===== config.mk =====
export PLATFORM = sky130hd
export DESIGN_NAME = jtag_scan_master
export DESIGN_NICKNAME = d
export VERILOG_FILES = /design/src/rtl/jtag_scan_master.sv
export SDC_FILE = /design/constraint.sdc
export NUM_CORES = 1
export LEC_CHECK = 0
export ABC_AREA = 1
export BUFFER_PORTS_ARGS = -buffer_cell sky130_fd_sc_hd__buf_2
export CORE_ASPECT_RATIO = 0.7
export CORE_MARGIN = 1.5
export CORE_UTILIZATION = 45
export DETAILED_ROUTE_END_ITERATION = 8
export PLACE_DENSITY = 0.72
export SYNTH_ARGS = -nofsm -noshare
export SYNTH_HDL_FRONTEND = slang
export SYNTH_SLANG_ARGS = --single-unit

===== constraint.sdc =====
create_clock -name CLK -period 5.3 [get_ports CLK]
set_input_delay 0.53 -clock CLK [delete_from_list [all_inputs] [get_ports CLK]]
set_output_delay 0.53 -clock CLK [all_outputs]
set_load 0.01 [all_outputs]

===== src/rtl/jtag_scan_master.sv =====
// JTAG master: divides CLK into TCK, walks the TAP through reset, IR/DR scans
// and Run-Test/Idle waits, and returns the captured TDO bits per command.
module jtag_scan_master #(
   parameter int DIV = 2
) (
   input  logic        CLK,
   input  logic        RST,
   input  logic        CMD_VALID,
   output logic        CMD_READY,
   input  logic [1:0]  CMD_OP,
   input  logic [5:0]  CMD_LEN,
   input  logic [31:0] CMD_DATA,
   output logic        RSP_VALID,
   output logic [31:0] RSP_DATA,
   output logic        BUSY,
   output logic        TCK,
   output logic        TMS,
   output logic        TDI,
   input  logic        TDO,
   output logic        TRSTN
);

   localparam int PW = $clog2(2 * DIV) + 1;
   localparam logic [PW-1:0] PH_RISE = PW'(DIV - 1);
   localparam logic [PW-1:0] PH_HI   = PW'(DIV);
   localparam logic [PW-1:0] PH_LAST = PW'(2 * DIV - 1);

   typedef enum logic [2:0] {
      S_AUTO_TLR, S_IDLE, S_HDR, S_SHIFT, S_TRAIL, S_WAIT, S_DONE
   } state_t;

   state_t        state_q, state_d;
   logic [PW-1:0] ph_q, ph_d;
   logic [5:0]    cnt_q, cnt_d;
   logic [1:0]    op_q, op_d;
   logic [5:0]    len_q, len_d;
   logic [31:0]   data_q, data_d;
   logic [31:0]   cap_q, cap_d;
   logic [31:0]   rsp_q, rsp_d;
   logic          cmd_q, cmd_d;
   logic          trstn_q, trstn_d;

   logic          idle_like;
   logic          in_bit;
   logic [5:0]    seg_last;
   logic [5:0]    len_eff;

   assign idle_like = (state_q == S_IDLE) || (state_q == S_DONE);
   assign in_bit    = !idle_like;
   assign len_eff   = ((CMD_LEN == 6'd0) || (CMD_LEN > 6'd32)) ? 6'd32 : CMD_LEN;

   always_comb begin
      case (state_q)
         S_AUTO_TLR: seg_last = 6'd5;
         S_HDR:      seg_last = (op_q == 2'b01) ? 6'd3 : 6'd2;
         S_SHIFT:    seg_last = len_q - 6'd1;
         S_TRAIL:    seg_last = 6'd1;
         S_WAIT:     seg_last = len_q - 6'd1;
         default:    seg_last = 6'd0;
      endcase
   end

   always_comb begin
      state_d = state_q;
      ph_d    = ph_q;
      cnt_d   = cnt_q;
      op_d    = op_q;
      len_d   = len_q;
      data_d  = data_q;
      cap_d   = cap_q;
      rsp_d   = rsp_q;
      cmd_d   = cmd_q;
      trstn_d = 1'b1;

      if (idle_like) begin
         state_d = S_IDLE;
         if (CMD_VALID) begin
            op_d   = CMD_OP;
            data_d = CMD_DATA;
            cap_d  = '0;
            ph_d   = '0;
            cnt_d  = '0;
            len_d  = (CMD_OP[1] ^ CMD_OP[0]) ? len_eff : CMD_LEN;
            case (CMD_OP)
               2'b00: begin
                  state_d = S_AUTO_TLR;
                  cmd_d   = 1'b1;
               end
               2'b01, 2'b10: state_d = S_HDR;
               default: begin
                  // A zero-length wait completes without any TCK activity
                  if (CMD_LEN == 6'd0) begin
                     state_d = S_DONE;
                     rsp_d   = '0;
                  end else begin
                     state_d = S_WAIT;
                  end
               end
            endcase
         end
      end else begin
         // TDO is captured on the CLK edge that raises TCK
         if ((state_q == S_SHIFT) && (ph_q == PH_RISE)) begin
            cap_d[cnt_q[4:0]] = TDO;
         end
         if (ph_q == PH_LAST) begin
            ph_d  = '0;
            cnt_d = cnt_q + 6'd1;
            if (cnt_q == seg_last) begin
               cnt_d = '0;
               case (state_q)
                  S_AUTO_TLR: begin
                     state_d = cmd_q ? S_DONE : S_IDLE;
                     rsp_d   = cmd_q ? 32'd0 : rsp_q;
                     cmd_d   = 1'b0;
                  end
                  S_HDR:   state_d = S_SHIFT;
                  S_SHIFT: state_d = S_TRAIL;
                  S_TRAIL: begin
                     state_d = S_DONE;
                     rsp_d   = cap_q;
                  end
                  default: begin
                     state_d = S_DONE;
                     rsp_d   = '0;
                  end
               endcase
            end
         end else begin
            ph_d = ph_q + PW'(1);
         end
      end
   end

   always_ff @(posedge CLK) begin
      if (RST) begin
         state_q <= S_AUTO_TLR;
         ph_q    <= '0;
         cnt_q   <= '0;
         rsp_q   <= '0;
         cmd_q   <= 1'b0;
         trstn_q <= 1'b0;
      end else begin
         state_q <= state_d;
         ph_q    <= ph_d;
         cnt_q   <= cnt_d;
         rsp_q   <= rsp_d;
         cmd_q   <= cmd_d;
         trstn_q <= trstn_d;
      end
   end

   always_ff @(posedge CLK) begin
      op_q   <= op_d;
      len_q  <= len_d;
      data_q <= data_d;
      cap_q  <= cap_d;
   end

   // Pin values are decoded from the bit position, so TMS/TDI change with TCK falling
   always_comb begin
      case (state_q)
         S_AUTO_TLR: TMS = (cnt_q < 6'd5);
         S_HDR:      TMS = (cnt_q < ((op_q == 2'b01) ? 6'd2 : 6'd1));
         S_SHIFT:    TMS = (cnt_q == len_q - 6'd1);
         S_TRAIL:    TMS = (cnt_q == 6'd0);
         default:    TMS = 1'b0;
      endcase
   end

   assign TCK       = in_bit && (ph_q >= PH_HI);
   assign TDI       = (state_q == S_SHIFT) && data_q[cnt_q[4:0]];
   assign CMD_READY = idle_like;
   assign BUSY      = !idle_like;
   assign RSP_VALID = (state_q == S_DONE);
   assign RSP_DATA  = rsp_q;
   assign TRSTN     = trstn_q;

endmodule


# After elaboration in Yosys (flattened, before gate mapping)
# Index checks and enable logic that the tools add are counted.
[op_classes]
add_sub_neg = 3
order_cmp = 6
n_eq_ne = 19
mux = 44
n_bitwise = 1
n_reduce_logical = 25
[op_table]
columns = ["operator", "count"]
rows = [
  ["2-to-1 mux 32 bit", 10],
  ["case mux 32 bit (3 select lines)", 1],
  ["2-to-1 mux 6 bit", 6],
  ["bitwise mux 32 bit", 1],
  ["2-to-1 mux 3 bit", 8],
  ["case mux 6 bit (4 select lines)", 1],
  ["equality test 6 bit", 2],
  ["zero test 6 bit", 2],
  ["2-to-1 mux 1 bit", 10],
  ["equality test 3 x 2 -> 1 bit, second input constant", 3],
  ["equality test 3 bit, second input constant", 3],
  ["case mux 3 bit (3 select lines)", 1],
  ["AND reduction 2 bit", 4],
  ["nonzero test 2 bit", 4],
  ["AND reduction 7 bit", 1],
  ["adder 6 x 1 -> 6 bit, second input constant", 1],
  ["equality test 3 x 1 -> 1 bit, second input constant", 2],
  ["greater-than comparator 6 bit, second input constant", 1],
  ["< comparator 5 x 6 -> 1 bit, second input constant", 1],
  ["< comparator 6 x 2 -> 1 bit", 1],
  ["< comparator 6 x 3 -> 1 bit, second input constant", 1],
  ["inequality test 2 x 1 -> 1 bit, second input constant", 3],
  ["case mux 3 bit (2 select lines)", 1],
  ["OR reduction 2 bit", 3],
  ["20 further kinds", 27],
]
[word_totals]
regBits = 118
in_bits = 44
output_inout_bits = 39
elab_cells = 108

# Longest topological paths before layout
[depth]
depth_word = 7
depth_mapped = 16
depth_no_buf = 14

# Worst setup path after synthesis
# OpenSTA, ideal clock, no wires.
[synth_timing]
kind = "flip-flop to flip-flop"
start = "reg state_q[1]"
end = "reg cap_q[0], enable pin"
setup_ns = 0.466
arrival_ns = 3.904
required_time_ns = 4.834
slack_ns = 0.931
stages_incl_launch_ff = 7
path_buffers = 0
period_less_slack_ns = 4.369
cell_sequence = "dfxtp_1 -> inv_2 -> nor2_1 -> o21ai_2 -> nor2_1 -> inv_1 -> o21ai_0"
[synth_between]
elab_chain_len = 4
elab_cells_between_ends = 8
classes_between = "4 x eq/ne; 4 x reduce/logical"
[synth_rtl]
columns = ["item", "line", "source"]
rows = [
  ["start: declaration", "32", "state_t state_q, state_d;"],
  ["start signal: assignment", "144", "state_q <= state_d;"],
  ["equality test 3 x 1 -> 1 bit, or another cell as far along", "48", "assign idle_like = (state_q == S_IDLE) || (state_q == S_DONE);"],
  ["logical OR 1 bit / logical AND 1 bit (equally long branches)", "48, 103", ""],
  ["inequality test 2 bit (no line) / nonzero test 2 bit (equally long branches)", "-", ""],
  ["AND reduction 2 bit (no line) *", "-", ""],
  ["end signal: assignment", "157", "cap_q <= cap_d;"],
  ["end: declaration", "38", "logic [31:0] cap_q, cap_d;"],
]
# Mark *: on every way between the ends. The rest lies on a longest branch, timed or not.
# A chain may end at the register's enable or synchronous reset.

# Worst setup path after layout
[layout_timing]
start = "reg cnt_q[1]"
end = "reg rsp_q[2] (netlist: RSP_DATA[2])"
[layout_between]
elab_chain_len = 3
[layout_rtl]
columns = ["item", "line", "source"]
rows = [
  ["start: declaration", "34", "logic [5:0] cnt_q, cnt_d;"],
  ["start signal: assignment", "146", "cnt_q <= cnt_d;"],
  ["equality test 6 bit", "109", "if (cnt_q == seg_last) begin"],
  ["nonzero test 2 bit (no line)", "-", ""],
  ["AND reduction 7 bit (no line)", "-", ""],
  ["end signal: assignment", "147", "rsp_q <= rsp_d;"],
  ["end: declaration", "39", "logic [31:0] rsp_q, rsp_d;"],
]
# Every way passes these cells.

==> results by stage <==
Synthesis:
- The most instantiated flip-flop cell in the synthesis netlist is edfxtp_1.
- After synthesis the netlist holds a flip-flop and latch count of 118.
- The number of cells produced by synthesis is 758.
- The sequential share of the synthesized area is 51.5%.
- By count the netlist is led by nand2_1 (170), nor2_1 (123), inv_1 (107).
- Of all cell types, the one taking the most synthesized area is edfxtp_1.
- By area the synthesized netlist is led by edfxtp_1 (36%), dfxtp_1 (15%), nand2_1 (11%), nor2_1 (7.7%), inv_1 (6.7%).
- The mean area per synthesized cell is 7.90 µm².
- The net count of the mapped netlist is 814.
- The number of warnings issued by yosys is 0.
- The cell with the most instances after synthesis is nand2_1.
- The mapped netlist covers 5990 µm².
- The share of synthesized registers carrying an async set or reset is 0%.
- Of the post-synthesis cell area, the dominant cell type holds 36.1%.
- The synthesized design contains 72 enable-type register cells.
- After synthesis, the netlist uses 37 different library cells.

Global routing:
- The first global-routing pass estimated 22,200 µm of wire.
- The total routing resource utilization after global routing is 20.2%.
- Entering global routing, the biggest net connects 52 pins.
- The initial antenna violation count is 0.
- The remaining global-route overflow is 0.
- The number of global-route vias before repair is 4,488.

Place:
- The post-placement setup slack is 1.88 ns.
- The detailed placement HPWL is 9100 µm.
- Routability-driven placement finished with a final weighted congestion of 0.824.
- The count of buffers from port buffering is 82.

Critical path:
- Setup slack on the worst reg-to-reg path comes out at 1.86 ns.
- By instance count, the cell type seen most on the critical path is nand2_1.
- The critical path goes through clkinv_1 > nand2_1 > nand2_1 > inv_1 > nand3_1 > nand2_1 > nand3_2 > nor2_1 > nor2_1.
- The family of cells with the greatest summed delay on the critical path is simple AND/OR/NAND/NOR gates.
- For this run, the slowest stage of the critical path takes 0.90 ns.
- The worst setup path is captured at a flip-flop.
- In this run the worst path has a maximum fanout of 51.
- STA classifies the critical path startpoint as a flip-flop.
- The worst path buffer plus inverter count is 2.
- By startpoint and endpoint, the worst setup path is classified as flip-flop to flip-flop.
- The required time at the worst-slack endpoint is 5.59 ns.
- For the worst setup path, the data arrival time is 3.73 ns.
- The cell at the slowest stage of the critical path is nand3_2.

Clock tree:
- The number of levels the H-tree was split into is 4.
- For this design, the CTS-stage hold fixing added 0 buffers.
- Once the clock tree was built, the resizer swapped 0 gates to a different size.
- The tree is rooted in a clkbuf_16.
- The total CTS buffers is 17.
- The clock passes through at most 2 buffers.
- The insertion delay of the later-clocked pin in the worst-skew pair is 0.41 ns.
- TritonCTS built the clock tree.
- Clock-pin slew was measured on the worst setup and hold paths at 0.05 ns.
- The number of sinks handled by clock tree synthesis is 118.
- The post-CTS setup buffer count is 0.

Timing:
- The highest clock rate is 0.291 GHz.
- At the pin with the least slew margin, the transition time is 1.11 ns.
- The summed negative setup slack over all endpoints is 0 ns.
- For the finished layout, the period the worst path requires is 3.44 ns.
- The number of hold violations in the final report is 0.
- The tightest slew margin relative to the limit is 25.3%.
- The max-slew violation total from the final report is 0.
- Setup slack closes at 1.86 ns.
- The worst-case hold slack is 0.291 ns.
- Setup violations remaining at the end of the flow were counted as 0.
- Setup repair after global routing left no endpoint under its margin.
- The setup clock skew after layout is 0.00860 ns.
- The share of the cycle needed by the critical path after routing is 64.9%.

Routing:
- The detailed-route vias per instance is 4.99.
- The via count of the routed design is 5,015.
- For this block, the initial DRC count from the detailed router was 408.
- For this run, design rule violations remaining after detail routing come to 0.
- The detailed-routing iteration count for the pre-antenna-repair pass is 5.
- Dividing the detail-routed wire length by the instance count gives 13.5 µm.
- For this block, the routed nets add up to 13,600 µm of wire.
- The detail route stage leaves a number of antenna-violating nets equal to 0.

Die:
- The floorplan step set the die width to 141 µm.
- In this run the vertical extent of the chip is 99.5 µm.
- The initial core utilization is 45.9%.
- The number of cell rows is 35.
- The die area is 14,000 µm².
- The standard cell core area is 13,100 µm².
- The count of boundary I/O pins is 83.

Layout:
- The final antenna diode count is 0.
- The final core area utilization is 54.3%.
- Compared with the post-synthesis result, the final layout area differs by 18.3%.
- The number of filler instances in the final layout is 1,245.
- The post-route netlist has 15.7% of its cells at a drive strength greater than 1.
- The net total in the final layout is 884.

Power and ir drop:
- The design draws 2.20 mW.
- The leakage power is 3.20 nW.
- The worst vdd rail ir drop is 0.237 mV.
- Dividing total power by cell area gives a power density of 310 nW/µm².

Status:
- The flow ran to the end, and the final reports show no timing, DRC or antenna violations.

Job:
- The max-capacitance violation count is 0.

Hold path:
- The min-delay analysis places its worst path in the category input pin to flip-flop.
[sequential cells by signal (all words and copies together) (netlist names)]
name      count
len_q         6
cnt_q         6
cap_q        32
RSP_DATA     32
TRSTN         1
ph_q          3
data_q       32
cmd_q         1
state_q       3
op_q          2
[cells in the final DEF (no fill, tap or decap), types with 8 or more instances in the layout]
cell type,instances
o22ai_1,8
inv_1,107
nor2_1,122
buf_2,82
nand2_1,170
edfxtp_1,72
ha_1,12
a21oi_1,44
o21ai_0,50
nand3_1,30
dfxtp_1,46
nand4_1,16
clkbuf_16,17
[final timing paths]
check,startpoint,end,cells past startpoint
hold / removal,CMD_DATA[20],data_q[20],1
setup / recovery,cnt_q[1],RSP_DATA[2],9
setup reg to reg,cnt_q[1],RSP_DATA[2],9
hold reg to reg,ph_q[0],ph_q[0],2
[stage by stage]
step / std cells / area (µm²)
2_1_floorplan: 758 / 5990
3_3_place_gp: 975 / 6500
3_5_place_dp: 975 / 6500
4_1_cts: 1006 / 7090
5_1_grt: 1006 / 7090
6_report: 1006 / 7090
[layer usage]
metal,share of wire [%],track usage (%)
met1,51,29.6
met2,41,29.4
met3,6.5,5.15
met4,0.68,6.33
met5,0,0
[final cells by class]
cell class	count	area [µm²]	share of cell area, %
sequential	118	3080	43.5
multi-input combinational	490	2330	32.9
timing repair buffer	88	455	6.43
clock buffer	17	425	6.00
inverter	113	424	5.99
tap	166	208	2.93
clock inverter	14	161	2.28
[logic make-up after synthesis]
group	share of synthesized area, %
AOI/OAI and AO/OA	10.8
xor gates and xnor gates	1.46
adders and majority gates	2.51
buffers and inverters	9.82
DFF	51.5
muxes	0.167
and+or+nand+nor	23.7
[where the power goes]
group | switching (mW) | internal, mW | total, mW | leakage [nW]
logic | 0.0534 | 0.0312 | 0.0846 | 1.90
registers | 0.00236 | 0.972 | 0.975 | 1.02
clock network | 0.405 | 0.731 | 1.14 | 0.281
total | 0.461 | 1.73 | 2.20 | 3.20
Note: power is estimated with default switching activity, not from simulation.
